**config.mk**
```make
export PLATFORM = sky130hd
export DESIGN_NAME = dmem_access_ctrl_flat
export DESIGN_NICKNAME = d
export VERILOG_FILES = /design/src/rtl/dmem_ctrl_pkg.sv /design/src/rtl/dmem_access_ctrl_if.sv /design/src/rtl/dmem_align.sv /design/src/rtl/dmem_access_ctrl.sv /design/src/flat_wrapper.sv
export SDC_FILE = /design/constraint.sdc
export NUM_CORES = 1
export LEC_CHECK = 0
export ABC_AREA = 0
export BUFFER_PORTS_ARGS = -buffer_cell sky130_fd_sc_hd__buf_2
export CORE_AREA = 2 2 190 192
export CTS_BUF_LIST = sky130_fd_sc_hd__clkbuf_4 sky130_fd_sc_hd__clkbuf_8
export DETAILED_ROUTE_END_ITERATION = 8
export DIE_AREA = 0 0 192 194
export PLACE_DENSITY = 0.83
export RECOVER_POWER = 100
export SETUP_SLACK_MARGIN = 0.3
export SYNTH_ARGS = -nofsm -noshare
export SYNTH_HDL_FRONTEND = slang
export SYNTH_SLANG_ARGS = --single-unit
```
**constraint.sdc**
```tcl
create_clock -name clk -period 3.1 [get_ports clk]
set_input_delay 0.465 -clock clk [delete_from_list [all_inputs] [get_ports clk]]
set_output_delay 0.465 -clock clk [all_outputs]
set_load 0.05 [all_outputs]
```
**src/rtl/dmem_ctrl_pkg.sv**
```systemverilog
// Shared types and width helpers for the M-stage data memory access controller.
package dmem_ctrl_pkg;

  typedef enum logic [2:0] {IDLE, ISSUE0, WAIT0, ISSUE1, WAIT1, RESP} state_t;

  localparam logic [1:0] W_BYTE  = 2'b00;
  localparam logic [1:0] W_HALF  = 2'b01;
  localparam logic [1:0] W_WORD  = 2'b10;
  localparam logic [1:0] W_DWORD = 2'b11;

  function automatic logic [3:0] width_bytes(input logic [1:0] w);
    case (w)
      W_BYTE:  return 4'd1;
      W_HALF:  return 4'd2;
      W_WORD:  return 4'd4;
      W_DWORD: return 4'd8;
      default: return 4'd8;
    endcase
  endfunction

endpackage

```
**src/rtl/dmem_access_ctrl_if.sv**
```systemverilog
// Data memory port: req/gnt request channel plus rvalid read-return channel.
interface dmem_access_ctrl_if #(parameter int N = 64);
  logic          mem_req;
  logic          mem_we;
  logic [N-1:0]  mem_addr;
  logic [63:0]   mem_wdata;
  logic [7:0]    mem_be;
  logic          mem_gnt;
  logic          mem_rvalid;
  logic [63:0]   mem_rdata;

  modport master (output mem_req, mem_we, mem_addr, mem_wdata, mem_be,
                  input  mem_gnt, mem_rvalid, mem_rdata);
  modport slave  (input  mem_req, mem_we, mem_addr, mem_wdata, mem_be,
                  output mem_gnt, mem_rvalid, mem_rdata);
endinterface

```
**src/rtl/dmem_align.sv**
```systemverilog
// Lane alignment for one access: byte enables over two beats, shifted store data, split flag.
module dmem_align
  import dmem_ctrl_pkg::*;
(
  input  logic [2:0]  off,
  input  logic [1:0]  width,
  input  logic [63:0] wdata,
  output logic [15:0] be16,
  output logic [63:0] wbeat0,
  output logic [63:0] wbeat1,
  output logic        split
);

  logic [3:0] nbytes;

  assign nbytes = width_bytes(width);
  assign split  = ({2'b00, off} + {1'b0, nbytes}) > 5'd8;
  assign be16   = ((16'd1 << nbytes) - 16'd1) << off;
  assign wbeat0 = wdata << {off, 3'b000};
  // With zero offset nothing spills into the second beat.
  assign wbeat1 = (off == 3'd0) ? '0 : (wdata >> {(4'd8 - {1'b0, off}), 3'b000});

endmodule

```
**src/rtl/dmem_access_ctrl.sv**
```systemverilog
// M-stage load/store sequencer: issues one or two aligned beats, merges read data, stalls until done.
module dmem_access_ctrl
  import dmem_ctrl_pkg::*;
#(
  parameter int N = 64
) (
  input  logic         clk,
  input  logic         reset_n,
  input  logic         req_valid,
  input  logic         req_write,
  input  logic [N-1:0] req_addr,
  input  logic [N-1:0] req_wdata,
  input  logic [2:0]   req_width,
  output logic         stall_M,
  output logic         rdone_M,
  output logic [N-1:0] rdata_M,
  dmem_access_ctrl_if.master mem
);

  state_t        state_q, state_d;
  logic          we_q, split_q;
  logic [2:0]    off_q;
  logic [7:0]    be_hi_q;
  logic [63:0]   wdata_hi_q;
  logic [63:0]   beat0_q, beat1_q;
  logic [15:0]   be16_w;
  logic [63:0]   wbeat0_w, wbeat1_w;
  logic          split_w;
  logic [127:0]  merged_w;
  logic          unused_width_msb;

  assign unused_width_msb = req_width[2];

  dmem_align u_align (
    .off    (req_addr[2:0]),
    .width  (req_width[1:0]),
    .wdata  (req_wdata[63:0]),
    .be16   (be16_w),
    .wbeat0 (wbeat0_w),
    .wbeat1 (wbeat1_w),
    .split  (split_w)
  );

  always_comb begin
    state_d = state_q;
    case (state_q)
      IDLE:    if (req_valid) state_d = ISSUE0;
      ISSUE0:  if (mem.mem_gnt) state_d = we_q ? (split_q ? ISSUE1 : RESP) : WAIT0;
      WAIT0:   if (mem.mem_rvalid) state_d = split_q ? ISSUE1 : RESP;
      ISSUE1:  if (mem.mem_gnt) state_d = we_q ? RESP : WAIT1;
      WAIT1:   if (mem.mem_rvalid) state_d = RESP;
      RESP:    state_d = IDLE;
      default: state_d = IDLE;
    endcase
  end

  assign stall_M  = ((state_q == IDLE) && req_valid) || (state_q == ISSUE0) ||
                    (state_q == WAIT0) || (state_q == ISSUE1) || (state_q == WAIT1);
  assign rdone_M  = (state_q == RESP);
  // beat1_q is cleared on accept, so unsplit loads merge against zero.
  assign merged_w = {beat1_q, beat0_q} >> {off_q, 3'b000};
  assign rdata_M  = N'(merged_w[63:0]);

  always_ff @(posedge clk or negedge reset_n) begin
    if (!reset_n) begin
      state_q        <= IDLE;
      we_q           <= 1'b0;
      split_q        <= 1'b0;
      off_q          <= '0;
      be_hi_q        <= '0;
      wdata_hi_q     <= '0;
      beat0_q        <= '0;
      beat1_q        <= '0;
      mem.mem_req    <= 1'b0;
      mem.mem_we     <= 1'b0;
      mem.mem_addr   <= '0;
      mem.mem_wdata  <= '0;
      mem.mem_be     <= '0;
    end else begin
      state_q     <= state_d;
      mem.mem_req <= (state_d == ISSUE0) || (state_d == ISSUE1);
      if ((state_q == IDLE) && req_valid) begin
        we_q          <= req_write;
        split_q       <= split_w;
        off_q         <= req_addr[2:0];
        be_hi_q       <= be16_w[15:8];
        wdata_hi_q    <= wbeat1_w;
        beat0_q       <= '0;
        beat1_q       <= '0;
        mem.mem_we    <= req_write;
        mem.mem_addr  <= {req_addr[N-1:3], 3'b000};
        mem.mem_be    <= be16_w[7:0];
        mem.mem_wdata <= wbeat0_w;
      end
      // Second beat: next aligned address, wrapping naturally at 2^N.
      if ((state_d == ISSUE1) && (state_q != ISSUE1)) begin
        mem.mem_addr  <= mem.mem_addr + N'(8);
        mem.mem_be    <= be_hi_q;
        mem.mem_wdata <= wdata_hi_q;
      end
      if ((state_q == WAIT0) && mem.mem_rvalid) beat0_q <= mem.mem_rdata;
      if ((state_q == WAIT1) && mem.mem_rvalid) beat1_q <= mem.mem_rdata;
    end
  end

endmodule
```
**src/flat_wrapper.sv**
```systemverilog
// flat-port wrapper written by rule: the top's interface ports become plain ports
module dmem_access_ctrl_flat import dmem_ctrl_pkg::*;
#(
  parameter int N = 64
)
  (clk, reset_n, req_valid, req_write, req_addr, req_wdata, req_width, stall_M, rdone_M, rdata_M, mem_mem_req, mem_mem_we, mem_mem_addr, mem_mem_wdata, mem_mem_be, mem_mem_gnt, mem_mem_rvalid, mem_mem_rdata);
  dmem_access_ctrl_if #(.N(N)) mem_i ();
  input  logic clk;
  input  logic reset_n;
  input  logic req_valid;
  input  logic req_write;
  input  logic [N-1:0] req_addr;
  input  logic [N-1:0] req_wdata;
  input  logic [2:0] req_width;
  output logic stall_M;
  output logic rdone_M;
  output logic [N-1:0] rdata_M;
  output wire logic [$bits(mem_i.mem_req)-1:0] mem_mem_req;
  output wire logic [$bits(mem_i.mem_we)-1:0] mem_mem_we;
  output wire logic [$bits(mem_i.mem_addr)-1:0] mem_mem_addr;
  output wire logic [$bits(mem_i.mem_wdata)-1:0] mem_mem_wdata;
  output wire logic [$bits(mem_i.mem_be)-1:0] mem_mem_be;
  input wire logic [$bits(mem_i.mem_gnt)-1:0] mem_mem_gnt;
  input wire logic [$bits(mem_i.mem_rvalid)-1:0] mem_mem_rvalid;
  input wire logic [$bits(mem_i.mem_rdata)-1:0] mem_mem_rdata;
  assign mem_mem_req = mem_i.mem_req;
  assign mem_mem_we = mem_i.mem_we;
  assign mem_mem_addr = mem_i.mem_addr;
  assign mem_mem_wdata = mem_i.mem_wdata;
  assign mem_mem_be = mem_i.mem_be;
  assign mem_i.mem_gnt = mem_mem_gnt;
  assign mem_i.mem_rvalid = mem_mem_rvalid;
  assign mem_i.mem_rdata = mem_mem_rdata;
  dmem_access_ctrl #(.N(N)) u_core (.clk(clk), .reset_n(reset_n), .req_valid(req_valid), .req_write(req_write), .req_addr(req_addr), .req_wdata(req_wdata), .req_width(req_width), .stall_M(stall_M), .rdone_M(rdone_M), .rdata_M(rdata_M), .mem(mem_i));
endmodule
```
==> results of run 1 <==
[power groups by stage]
| stage | Combinational, mW | Clock, mW | Sequential [mW] |
|---|---|---|---|
| 2_1_floorplan | 9.62 | 0 | 10.2 |
| 3_3_place_gp | 15.9 | 0 | 8.06 |
| 3_5_place_dp | 16.1 | 0 | 8.15 |
| 4_1_cts | 17.5 | 4.53 | 8.18 |
| 5_1_grt | 18.8 | 4.72 | 8.53 |
| 6_report | 17.9 | 4.50 | 8.36 |
[flip-flops by register name (all words and copies together), names as in the netlist]
signal                cells
u_core.wdata_hi_q        64
u_core.mem.mem_addr      61
u_core.mem.mem_we         1
u_core.state_q            3
u_core.beat1_q           56
u_core.mem.mem_req        1
u_core.off_q              3
u_core.mem.mem_wdata     64
u_core.split_q            1
u_core.mem.mem_be         8
u_core.be_hi_q            8
u_core.beat0_q           64
[logic make-up (layout without fill, tap and decap cells)]
family / count (synthesis) / after routing / share of synthesized area
simple gates: 659 / 659 / 0.148
flops: 334 / 334 / 0.416
compound gates: 657 / 657 / 0.225
other cells: 1 / 22 / 0.000186
mux: 264 / 264 / 0.167
buf+inv: 203 / 615 / 0.0404
fa+ha+maj: 7 / 7 / 0.00473
[routing by layer]
layer	track usage	vias up	part of all wire
li1	-	8736	-
met1	0.487	9944	0.37
met2	0.564	1418	0.45
met3	0.0818	328	0.11
met4	0.225	6	0.066
met5	0	-	0.00055
[synthesized netlist by cell type (12+ instances only)]
cell and instances:
a211oi_1 22, a21oi_1 107, a221oi_1 20, a22o_1 159
a22oi_1 31, and2_1 12, and3_1 28, buf_1 32
buf_2 29, clkbuf_1 123, dfrtp_1 334, mux2_2 45
mux2i_1 167, mux4_2 52, nand2_1 293, nand3_1 60
nand4_1 17, nor2_1 158, nor2b_1 18, nor3_1 22
o211ai_1 30, o21ai_0 171, o22ai_1 31, o311ai_0 15
[final timing paths]
kind / start / to / slack [ns] / cells after the start
max reg2reg: u_core.state_q[2]$_DFF_PN0_ / u_core.wdata_hi_q[56]$_DFFE_PN0P_ / 0.07 / 7
min in group asynchronous: reset_n / u_core.mem.mem_wdata[53]$_DFFE_PN0P_ / 0.78 / 2
min: req_addr[54] / u_core.mem.mem_addr[54]$_DFFE_PN0P_ / 0.03 / 2
min reg2reg: u_core.wdata_hi_q[8]$_DFFE_PN0P_ / u_core.mem.mem_wdata[8]$_DFFE_PN0P_ / 0.48 / 2
max in group asynchronous: reset_n / u_core.mem.mem_wdata[0]$_DFFE_PN0P_ / 0.51 / 3
max: u_core.state_q[2]$_DFF_PN0_ / u_core.wdata_hi_q[56]$_DFFE_PN0P_ / 0.07 / 7
[worst max-delay path, cell delays in order (launching register included)]
cell and delay (ns):
dfrtp_1 0.50, nor2_1 0.18, nand3b_1 0.30, or3_1 0.49, clkbuf_1 0.25, or3_1 0.38, nor2_1 0.64, a22o_1 0.23
[repair_timing]
item	in CTS	in global routing
setup buffers	16	5
cloned	4	0
hold endpoints to repair	64	0
gates resized for setup	150	94
pin swaps	9	13
hold buffers	9	0
endpoints found under the setup margin	59	87
[stage by stage]
stage                     hold WS, ns  setup slack, ns   util  std cells  total power [mW]
after floorplan                 0.169            0.150      -       2127              19.8
after global placement          0.448            0.338  0.647       2865              23.9
after detailed placement        0.455            0.269  0.647       2865              24.3
after CTS                   0.0000817            0.165  0.705       2995              30.2
after global routing           0.0275           0.0496  0.705       3012              32.1
final                          0.0270           0.0729  0.706       3019              30.7
[final cells by class]
cell class,instances,area share
repair buffers,499,0.126
diodes,19,0.00191
flip-flops and latches,334,0.336
well taps,461,0.0232
clock inverters,19,0.00830
clock buffers,82,0.0426
multi-input cells,1590,0.459
inverters,15,0.00242
==> reports/metrics.yaml, run 1 <==
status:
  status: "finished, violations left"
  violations: "max-capacitance violations, max-slew violations"
floorplan:
  num_rows: 69
  coreArea_um2: 35200
  start_util: 0.571
  die_x_um: 192
  dieHeight_um: 194
  die_area_um2: 37200
  io_pins: 405
job:
  drv_cap: 2
detailed_routing:
  drt_iter0_drc: 2256
  drcViolationCount: 0
  via_per_inst: 6.77
  wl_per_cell_um: 23.7
  firstDrtPassIters: 6
  vias: 20400
  detail-route-antenna-nets: 0
  routed_wl_um: 71500
cts:
  clk_pin_slew_ns: 0.07
  cts_buffer_depth: 3
  cts_tree: "built"
  insertion_delay_ns: 0.69
  cts_num_sinks: 334
  cts-buffers-inserted: 58
  cts.htree.levels: 2
  root_buffer: "clkbuf_8"
pwr:
  power.switching_mw: 16.1
  intPower_mw: 14.6
  p_leak_nw: 11.2
  power_frac_seq: 0.272
  sw_frac_of_total: 0.525
  p_comb_frac: 0.582
  power_density_nw_per_um2: 1240
  peakVddDrop_v: 0.00102
  p_clk_frac: 0.146
synthesis:
  synthArstFlopShare: 1.00
  yosys-top-cells-area: "dfrtp_1 42%, mux2i_1 8.3%, a22o_1 6.9%, mux4_2 5.8%, nand2_1 5.5%"
  synth_top_area_frac: 0.416
  ys_warn_count: 0
  syn_area_per_cell_um2: 9.46
  netlist_area_um2: 20100
  ys_seq_area_frac: 0.416
  synth-edff-count: 0
  ys_types: 65
  yosys.area.top_type: "dfrtp_1"
  ys_ff_latch: 334
  synthFlopType: "dfrtp_1"
  syn_inst: 2125
finish:
  mostFrequentLayoutCell: "dfrtp_1"
  fill_cells: 2637
  postLayoutCellArea_um2: 24900
  layout.nets: 2706
  final_cell_mix: "331 x dfrtp_1, 292 x nand2_1, 201 x buf_2, 159 x a22o_1, 154 x nor2_1"
  multi_input_area_um2: 11400
  area_delta_synth_final_pct: 23.7
  register_area_um2: 8370
  layout-drive-gt1-share: 0.257
sta:
  fin_crit_ns: 3.03
  setup-violations-final: 0
  skew_ns: 0.0644
  fin_crit_sh: 0.976
  fmax_mhz: 330
  slew_viol_final: 127
  rsz0062_at_grt: "true"
  hold_viol: 0
  relSlewSlack: -0.189
  worst_pin_slew_ns: 1.78
  tns_ns: 0
worst_setup_path:
  cp.required_ns: 3.72
  cp_max_fo: 11
  crit_path_end_kind: "flop"
  cp.arrival_ns: 3.65
  crit_type: "reg2reg"
  start_kind: "flop"
grt:
  grt_max_degree: 189
  grt_antenna_before_repair: 19
  track_usage: 0.372
  overflow: 0
  grt_pass1_vias: 19600
  grt_pass1_wl_um: 109000
place:
  dp_hpwl_um: 46200
  dpl_cell_area_um2: 22800
  place_congestion: 0.981
  io_buffers: 400
worst_hold_path:
  hold_path.class: "in2reg"
No activity file was read; power rests on OpenSTA's default activity.
==> run 2: changes to the inputs <==
--- a/config.mk
+++ b/config.mk
@@ -7,11 +7,11 @@
 export LEC_CHECK = 0
 export ABC_AREA = 0
 export BUFFER_PORTS_ARGS = -buffer_cell sky130_fd_sc_hd__buf_2
-export CORE_AREA = 2 2 190 192
+export CORE_AREA = 2 2 243 245
 export CTS_BUF_LIST = sky130_fd_sc_hd__clkbuf_4 sky130_fd_sc_hd__clkbuf_8
 export DETAILED_ROUTE_END_ITERATION = 8
-export DIE_AREA = 0 0 192 194
-export PLACE_DENSITY = 0.83
+export DIE_AREA = 0 0 245 247
+export MAX_ROUTING_LAYER = met4
 export RECOVER_POWER = 100
 export SETUP_SLACK_MARGIN = 0.3
 export SYNTH_ARGS = -nofsm -noshare
==> run 2 against run 1 <==
Effect of this change:
- the flow still finishes with violations (max-capacitance violations, max-slew violations)
- sequential share of layout area is 0.48 points lower
- clock skew decreased by 0.039 ns
- non-clock buffer count up 3
- sequential power shrank 1%
==> reports/metrics.yaml, run 2 (synthesis results as in run 1) <==
cts:
  root_buffer: "clkbuf_8"  # unchanged
  insertion_delay_ns: 0.64  # was 0.69 ns
  cts.htree.levels: 3  # was 2
  cts_num_sinks: 334  # unchanged
  cts_buffer_depth: 3  # unchanged
  cts-buffers-inserted: 67  # was 58
  clk_pin_slew_ns: 0.06  # was 0.07 ns
  cts_tree: "built"  # unchanged
sta:
  relSlewSlack: -0.699  # was -0.189
  skew_ns: 0.0249  # was 0.0644 ns
  hold_viol: 0  # unchanged
  slew_viol_final: 77  # was 127
  fmax_mhz: 338  # was 330 MHz
  setup-violations-final: 0  # unchanged
  rsz0062_at_grt: "true"  # unchanged
  worst_pin_slew_ns: 2.55  # was 1.78 ns
  fin_crit_sh: 0.954  # was 0.976
  tns_ns: 0  # unchanged
  worst_slack_ns: 0.143  # was 0.0729 ns
  fin_crit_ns: 2.96  # was 3.03 ns
detailed_routing:
  via_per_inst: 5.88  # was 6.77
  vias: 19700  # was 20,400
  detail-route-antenna-nets: 0  # unchanged
  drcViolationCount: 0  # unchanged
  wl_per_cell_um: 23.1  # was 23.7 µm
  routed_wl_um: 77300  # was 71,500 µm
  drt_iter0_drc: 2020  # was 2,256
  firstDrtPassIters: 6  # unchanged
pwr:
  p_comb_frac: 0.574  # was 0.582
  finalPower_mw: 30.6  # was 30.7 mW
  intPower_mw: 14.5  # was 14.6 mW
  power.switching_mw: 16.1  # about the same
  sw_frac_of_total: 0.526  # was 0.525
  p_leak_nw: 11.3  # was 11.2 nW
  power_frac_seq: 0.271  # was 0.272
  peakVddDrop_v: 0.00106  # was 0.00102 V
  power_density_nw_per_um2: 1210  # was 1240 nW/µm²
  p_clk_frac: 0.155  # was 0.146
worst_hold_path:
  hold_path.class: "in2reg"  # unchanged
  holdCritStartpoint: "req_addr[8]"  # was req_addr[54]
  hold_end: "u_core.mem.mem_addr[8]$_DFFE_PN0P_"  # was u_core.mem.mem_addr[54]$_DFFE_PN0P_
  min_delay_path_depth: 3  # was 2
finish:
  layout-drive-gt1-share: 0.261  # was 0.257
  reg_top3: "u_core.beat0_q: 64 flops, u_core.mem.mem_wdata: 64 flops, u_core.wdata_hi_q: 64 flops"  # unchanged
  area_delta_synth_final_pct: 25.5  # was 23.7%
  final_cell_mix: "331 x dfrtp_1, 292 x nand2_1, 209 x buf_2, 159 x a22o_1, 155 x nor2_1"  # was 331 x dfrtp_1, 292 x nand2_1, 201 x buf_2, 159 x a22o_1, 154 x nor2_1
  mostFrequentLayoutCell: "dfrtp_1"  # unchanged
  utilization: 0.433  # was 0.706
  layout.nets: 2718  # was 2,706
job:
  drv_cap: 1  # was 2
status:
  violations: "max-capacitance violations, max-slew violations"  # unchanged
  status: "finished, violations left"  # unchanged
place:
  place_congestion: 0.977  # was 0.981
  io_buffers: 400  # unchanged
  place_ws_ns: 0.328  # was 0.269 ns
  dp_hpwl_um: 52800  # was 46,200 µm
floorplan:
  start_util: 0.345  # was 0.571
  dieHeight_um: 247  # was 194 µm
  coreArea_um2: 58200  # was 35,200 µm²
  die_x_um: 245  # was 192 µm
  num_rows: 89  # was 69
  io_pins: 405  # unchanged
  die_area_um2: 60500  # was 37,200 µm²
worst_setup_path:
  start_kind: "flop"  # unchanged
  reg2reg_slack_ns: 0.23  # was 0.07 ns
  worstReg2RegStart: "u_core.state_q[2]$_DFF_PN0_"  # unchanged
  cp.required_ns: 2.63  # was 3.72 ns
  cp_max_fo: 14  # was 11
  crit_type: "reg2out"  # was reg2reg
  r2r-end: "u_core.wdata_hi_q[47]$_DFFE_PN0P_"  # was u_core.wdata_hi_q[56]$_DFFE_PN0P_
  r2r_cells: 7  # unchanged
  crit_path_end_kind: "primary output"  # was flop
  startpoint: "u_core.off_q[1]$_DFFE_PN0P_"  # was u_core.state_q[2]$_DFF_PN0_
  cp.arrival_ns: 2.49  # was 3.65 ns
grt:
  grt_pass1_wl_um: 118000  # was 109,000 µm
  track_usage: 0.259  # was 0.372
  grt_pass1_vias: 19400  # was 19,600
  overflow: 0  # unchanged
  grt_antenna_before_repair: 15  # was 19
  grt_max_degree: 128  # was 189
[run 2: cell types whose count changed in the layout (fill, tap and decap cells not counted), sizes merged]
cell / previous run / this run
clkinv: 12 / 11
buf: 318 / 308
bufinv: 4 / 1
bufbuf: 0 / 3
dlygate4sd3: 9 / 8
inv: 14 / 15
diode: 19 / 15
clkinvlp: 4 / 5
clkbuf: 254 / 281
[run 2: power groups by stage]
| stage | clock (mW) | sequential [mW] | combinational (mW) |
|---|---|---|---|
| after floorplan | 0 | 10.2 | 9.62 |
| after global placement | 0 | 8.12 | 16.2 |
| after detailed placement | 0 | 8.15 | 16.4 |
| after CTS | 4.86 | 8.13 | 17.9 |
| after global routing | 5.07 | 8.49 | 18.6 |
| final | 4.75 | 8.27 | 17.5 |
[run 2: stage by stage]
step                      instance area, µm²  instances  hold slack (ns)
after floorplan                        20200       2127            0.169
after global placement                 23200       3180            0.457
after CTS                              25400       3326         0.000901
after global routing                   25200       3342           0.0135
final                                  25200       3344           0.0540
after detailed placement               23200       3180            0.464
[run 2: routing by layer]
| metal | vias to the layer above | wire length, µm | global-route usage |
|---|---|---|---|
| li1 | 8750 | - | - |
| met1 | 9726 | 31900 | 0.334 |
| met2 | 1005 | 35900 | 0.394 |
| met3 | 182 | 6140 | 0.0506 |
| met4 | 0 | 3400 | 0.116 |
| met5 | - | 0 | - |
[run 2: worst max-delay path, stage by stage (launching register included)]
cell and delay (ns):
dfrtp_4 0.57, buf_12 0.19, mux2_1 0.37, mux2i_2 0.19
nor2_1 0.06, a31o_2 0.24, clkbuf_2 0.24
[run 2: how the worst max path moves through the flow]
stage | to | slack, ns | cells past startpoint
global placement | u_core.mem.mem_addr[23]$_DFFE_PN0P_ | 0.42 | 7
global route | u_core.wdata_hi_q[47]$_DFFE_PN0P_ | 0.04 | 7
detailed placement | u_core.mem.mem_addr[12]$_DFFE_PN0P_ | 0.33 | 7
CTS | rdata_M[3] | 0.11 | 4
finish | rdata_M[33] | 0.14 | 6
floorplan | rdata_M[37] | 0.15 | 5
[run 2: cell type report]
class / instances / area (µm²)
tap: 773 / 967
multi-input combinational: 1590 / 11400
antenna: 15 / 37.5
sequential: 334 / 8370
fill: 5723 / 33000
timing repair buffer: 502 / 3040
clock inverter: 17 / 130
inverter: 15 / 60.1
clock buffer: 98 / 1240
[run 2: repair_timing]
action                                  in CTS  in global routing
endpoints found under the setup margin      65                 65
hold endpoints to repair                    78                  0
cloned                                       5                  0
resized for setup                          149                 61
buffers inserted                            18                  3
pin swaps                                    5                  8
hold buffers                                 8                  0
